$ cat config.mk
export PLATFORM = sky130hd
export DESIGN_NAME = lfsr_count_sequencer
export DESIGN_NICKNAME = d
export VERILOG_FILES = /design/src/rtl/lfsr_count_sequencer_pkg.sv /design/src/rtl/lfsr_seq_tick_cnt.sv /design/src/rtl/lfsr_count_sequencer.sv
export SDC_FILE = /design/constraint.sdc
export NUM_CORES = 1
export LEC_CHECK = 0
export CORE_AREA = 3 3 77 50
export CTS_BUF_LIST = sky130_fd_sc_hd__clkbuf_4 sky130_fd_sc_hd__clkbuf_8
export DETAILED_ROUTE_END_ITERATION = 10
export DIE_AREA = 0 0 80 53
export PLACE_DENSITY = 0.79
export SLEW_MARGIN = 20
export SYNTH_ARGS = -nofsm -noshare
export SYNTH_HDL_FRONTEND = slang
export SYNTH_SLANG_ARGS = --single-unit
$ cat constraint.sdc
create_clock -name clk -period 2.3 [get_ports clk]
set_input_delay 0.23 -clock clk [delete_from_list [all_inputs] [get_ports clk]]
set_output_delay 0.23 -clock clk [all_outputs]
set_load 0.005 [all_outputs]
$ cat src/rtl/lfsr_count_sequencer_pkg.sv
// Shared types and defaults for the LFSR/counter command sequencer.
// State encoding plus default widths for the tick length and counter value.
package lfsr_count_sequencer_pkg;

    localparam int LEN_W_DEF = 8;
    localparam int CNT_W_DEF = 8;

    localparam logic [2:0] S_IDLE    = 3'd0;
    localparam logic [2:0] S_CLEAR   = 3'd1;
    localparam logic [2:0] S_RUN     = 3'd2;
    localparam logic [2:0] S_CAPTURE = 3'd3;
    localparam logic [2:0] S_RESP    = 3'd4;

    typedef enum logic [2:0] {
        ST_IDLE    = S_IDLE,
        ST_CLEAR   = S_CLEAR,
        ST_RUN     = S_RUN,
        ST_CAPTURE = S_CAPTURE,
        ST_RESP    = S_RESP
    } seq_state_t;

endpackage

$ cat src/rtl/lfsr_seq_tick_cnt.sv
// Loadable down-counter holding the ticks still to run.
// Saturates at zero so a stray decrement can never wrap.
module lfsr_seq_tick_cnt
    import lfsr_count_sequencer_pkg::*;
#(
    parameter int LEN_W = LEN_W_DEF
) (
    input  logic             clk,
    input  logic             rst,
    input  logic             load,
    input  logic [LEN_W-1:0] load_val,
    input  logic             dec,
    output logic             is_one,
    output logic             is_zero
);

    logic [LEN_W-1:0] rem;

    always_ff @(posedge clk) begin
        if (rst) begin
            rem <= '0;
        end else if (load) begin
            rem <= load_val;
        end else if (dec && (rem != '0)) begin
            rem <= rem - 1'b1;
        end
    end

    assign is_one  = (rem == LEN_W'(1));
    assign is_zero = (rem == '0);

endmodule

$ cat src/rtl/lfsr_count_sequencer.sv
// Command sequencer: runs the counter for N un-held ticks,
// then captures its value onto a valid/ready response channel.
module lfsr_count_sequencer
    import lfsr_count_sequencer_pkg::*;
#(
    parameter int LEN_W = LEN_W_DEF,
    parameter int CNT_W = CNT_W_DEF
) (
    input  logic             clk,
    input  logic             rst,
    input  logic             cmd_valid,
    output logic             cmd_ready,
    input  logic [LEN_W-1:0] cmd_len,
    input  logic             cmd_clr,
    input  logic             cmd_cont,
    input  logic             hold,
    input  logic             stop,
    input  logic [CNT_W-1:0] cnt_q,
    output logic             cnt_en,
    output logic             cnt_rst,
    output logic             rsp_valid,
    input  logic             rsp_ready,
    output logic [CNT_W-1:0] rsp_data,
    output logic             rsp_abort,
    output logic             busy
);

    seq_state_t       state;
    logic [LEN_W-1:0] len_q;
    logic             cont_q;
    logic             abort_q;
    logic             cmd_fire;
    logic             rsp_fire;
    logic             repeat_go;
    logic             tick_load;
    logic [LEN_W-1:0] tick_val;
    logic             tick_one;
    logic             tick_zero;

    assign cmd_ready = (state == ST_IDLE);
    assign rsp_valid = (state == ST_RESP);
    assign busy      = (state != ST_IDLE);
    assign cnt_en    = (state == ST_RUN) && !hold && !stop;
    assign cnt_rst   = rst || (state == ST_CLEAR);

    assign cmd_fire  = cmd_valid && cmd_ready;
    assign rsp_fire  = rsp_valid && rsp_ready;
    assign repeat_go = cont_q && !abort_q && !stop;
    assign tick_load = cmd_fire || (rsp_fire && repeat_go);
    assign tick_val  = cmd_fire ? cmd_len : len_q;

    lfsr_seq_tick_cnt #(
        .LEN_W (LEN_W)
    ) u_tick (
        .clk      (clk),
        .rst      (rst),
        .load     (tick_load),
        .load_val (tick_val),
        .dec      (cnt_en),
        .is_one   (tick_one),
        .is_zero  (tick_zero)
    );

    always_ff @(posedge clk) begin
        if (rst) begin
            state     <= ST_IDLE;
            len_q     <= '0;
            cont_q    <= 1'b0;
            abort_q   <= 1'b0;
            rsp_data  <= '0;
            rsp_abort <= 1'b0;
        end else begin
            unique case (state)
                ST_IDLE: begin
                    if (cmd_valid) begin
                        len_q   <= cmd_len;
                        cont_q  <= cmd_cont;
                        abort_q <= 1'b0;
                        unique case (1'b1)
                            cmd_clr:          state <= ST_CLEAR;
                            (cmd_len == '0):  state <= ST_CAPTURE;
                            default:          state <= ST_RUN;
                        endcase
                    end
                end
                ST_CLEAR: begin
                    state <= tick_zero ? ST_CAPTURE : ST_RUN;
                end
                ST_RUN: begin
                    // stop wins over hold and over the final tick
                    if (stop) begin
                        abort_q <= 1'b1;
                        state   <= ST_CAPTURE;
                    end else if ((cnt_en && tick_one) || tick_zero) begin
                        state <= ST_CAPTURE;
                    end
                end
                ST_CAPTURE: begin
                    rsp_data  <= cnt_q;
                    rsp_abort <= abort_q;
                    state     <= ST_RESP;
                end
                ST_RESP: begin
                    if (rsp_ready) begin
                        if (repeat_go) begin
                            state <= (len_q == '0) ? ST_CAPTURE : ST_RUN;
                        end else begin
                            cont_q <= 1'b0;
                            state  <= ST_IDLE;
                        end
                    end
                end
                default: state <= ST_IDLE;
            endcase
        end
    end

endmodule

==> out/results.tsv <==
stage	metric	value	unit
power_and_ir_drop	leakagePower	0.933	nW
yosys	synth_edf_count	0	
timing	skew	0.00492	ns
power_and_ir_drop	p_switching	525	uW
drt	avgRoutedWirePerCell	16.5	um
worst_setup_path	critPathKind	input pin to output pin	
power_and_ir_drop	p_seq_frac	0.346	
cells_and_area	final_common_cell	clkdlybuf4s50_1	
drt	via_count	1639	
power_and_ir_drop	power.total	1.80	mW
clock_network	cts_resized	0	
worst_setup_path	critPathRequiredTime	2.07	ns
power_and_ir_drop	pwr-share-comb	0.281	
power_and_ir_drop	power.density	810	nW/um^2
worst_setup_path	critPathMaxFanout	5	
power_and_ir_drop	peakVddDrop	0.554	mV
floorplan	start_util	0.498	
grt	first_global_vias	1591	
timing	clock.fmax	0.453	GHz
yosys	yosysTopAreaCell	dfxtp_1	
yosys	synth_area	1600	um^2
yosys	async_reset_ff_frac	0	
cells_and_area	fill_cells	250	
cells_and_area	most-common-layout-cells	clkdlybuf4s50_1 (37), dfxtp_1 (30), nor2_1 (21), nand2_1 (16), buf_4 (14)	
grt	grt_pass1_wl	7.50	mm
worst_setup_path	endpoint_kind	output pin	
place	hpwl	3.34	mm
timing	drv_slew	0	
floorplan	die-area	4240	um^2
worst_hold_path	hold_class	flip-flop to flip-flop	
cells_and_area	layout-drive-gt1-share	0.111	
yosys	yosysWarningCount	0	
timing	relSlewSlack	0.575	
grt	antenna_found_initial	0	
cells_and_area	synthToLayoutAreaGrowth	39.6	%
grt	grt_use_total	0.234	
clock_network	root_buffer	clkbuf_8	
floorplan	num_io_pins	38	
cells_and_area	nNetsFinal	260	
clock_network	htreeDepth	2	
timing	tightest_slew	0.636	ns
yosys	synth_flop_cell	dfxtp_1	
yosys	post_synth.cell_area_avg	8.58	um^2
floorplan	die_x	80	um
drt	drt-initial-drc-count	194	
drt	vias_per_cell	5.87	
grt	grt_start_max_net_pins	33	
timing	period_minus_slack	2.21	ns
clock_network	cts_tree	yes	
clock_network	cts.path.max_buffers	2	
grt	overflow	0	
yosys	syn_inst	186	
timing	finalSetupViolations	0	
yosys	yosys.area.top_type_share	0.376	
floorplan	die_h	53	um
place	portBuffers	37	
clock_network	cts_buffers	5	
power_and_ir_drop	p_clk_frac	0.373	
drt	routed_wl	4.60	mm
yosys	yosysUniqueCellTypes	45	
clock_network	path_clk_slew	0.07	ns
run_status	outcome	finished, final reports clean	
clock_network	holdBufCountCts	0	
timing	rsz0062_at_grt	false	
clock_network	clk_latency	0.29	ns
cells_and_area	regArea	601	um^2
drt	firstDrtPassIters	5	
floorplan	core_area	3200	um^2
job	maxCapViolations	0	
worst_setup_path	start_kind	input pin	
yosys	syn_nets	213	
place	place.gp.congestion	0.901	
timing	finalHoldViolCount	0	
drt	drc	0	
floorplan	core.rowCount	16	
yosys	yosysSeqAreaShare	0.376	
yosys	synth-seq-cells	30	
power_and_ir_drop	swShare	0.291	
clock_network	post-cts-setup-buffers	0	
cells_and_area	multi_input_comb_area	935	um^2
timing	fin_crit_sh	0.960	
clock_network	numClockSinks	30	
timing	fin_setup_tns	0	ns
yosys	synthTopCellsByArea	dfxtp_1 (38%), mux2i_1 (8.2%), nor2_1 (4.9%), a21oi_1 (3.8%), nand2_1 (3.8%)	
cells_and_area	diodes	0	
drt	ant_nets	0	
worst_setup_path	cp.arrival	1.98	ns
power_and_ir_drop	p_int	1.28	mW
power groups by stage:
stage                     registers [mW]  clock network [mW]  logic [mW]
final                              0.625               0.673       0.507
after floorplan                    0.624                   0       0.297
after detailed placement           0.632                   0       0.495
after CTS                          0.622               0.679       0.499
after global routing               0.631               0.702       0.553
after global placement             0.627                   0       0.478
synth_stat cells, types with 4 or more instances:
master     n
nor2_1    21
a21oi_1   12
nand2_1   16
dfxtp_1   30
nor3_1     5
mux2i_1   13
nor4_1     7
a21o_1     5
nand2b_1   5
nor3b_1    4
inv_1      5
clkbuf_1  10
stage by stage:
| step | hold WS (ns) | instance area (um^2) | setup WS (ns) | std cells | util |
|---|---|---|---|---|---|
| finish | 0.477 | 2230 | 0.0913 | 279 | 0.696 |
| global route | 0.498 | 2230 | 0.0393 | 279 | 0.696 |
| CTS | 0.475 | 2230 | 0.0743 | 279 | 0.696 |
| detailed placement | 0.467 | 2090 | -0.0536 | 271 | 0.651 |
| global placement | 0.456 | 2090 | 0.0255 | 271 | 0.651 |
| floorplan | 0.366 | 1600 | 0.252 | 186 | - |
flip-flops by register name, summed over array words and instances, names as in the netlist:
name and count:
abort_q 1, cont_q 1, len_q 8, rsp_abort 1, rsp_data 8, state 3
u_tick.rem 8
metal layers:
layer	GRT usage	share of wire	wire (um)
met1	0.321	0.44	2010
met2	0.349	0.44	2020
met3	0.0663	0.11	498
met4	0.0815	0.016	74
met5	0	0	0
logic make-up (layout without fill, tap and decap cells):
| logic type | after synthesis | count (layout) | synth area share |
|---|---|---|---|
| and+or+nand+nor | 75 | 75 | 0.254 |
| muxes | 13 | 13 | 0.0815 |
| DFF | 30 | 30 | 0.376 |
| AOI/OAI and AO/OA | 48 | 48 | 0.221 |
| buffers and inverters | 16 | 64 | 0.0384 |
| xor gates and xnor gates | 1 | 1 | 0.00549 |
| adders and majority gates | 3 | 3 | 0.0235 |
worst paths after layout:
check / from / to / slack [ns] / cells after the start
max: stop / cnt_en / 0.09 / 5
min: len_q[3] / len_q[3] / 0.48 / 2
max reg2reg: u_tick.rem[1] / u_tick.rem[5] / 0.20 / 6
min reg2reg: len_q[3] / len_q[3] / 0.48 / 2
worst max-delay path, cell delays in order:
cell and delay (ns):
clkdlybuf4s50_1 0.43, or4b_1 0.55, buf_4 0.18, nor2_1 0.08
clkdlybuf4s50_1 0.50
final cells by class:
| cell class | instances | share of cell area |
|---|---|---|
| clock inverters | 2 | 0.0270 |
| well taps | 45 | 0.0253 |
| inverters | 5 | 0.00842 |
| clock buffers | 6 | 0.0371 |
| repair buffers | 51 | 0.213 |
| flip-flops and latches | 30 | 0.270 |
| multi-input cells | 140 | 0.419 |
Power figures use the tool's default switching activity.
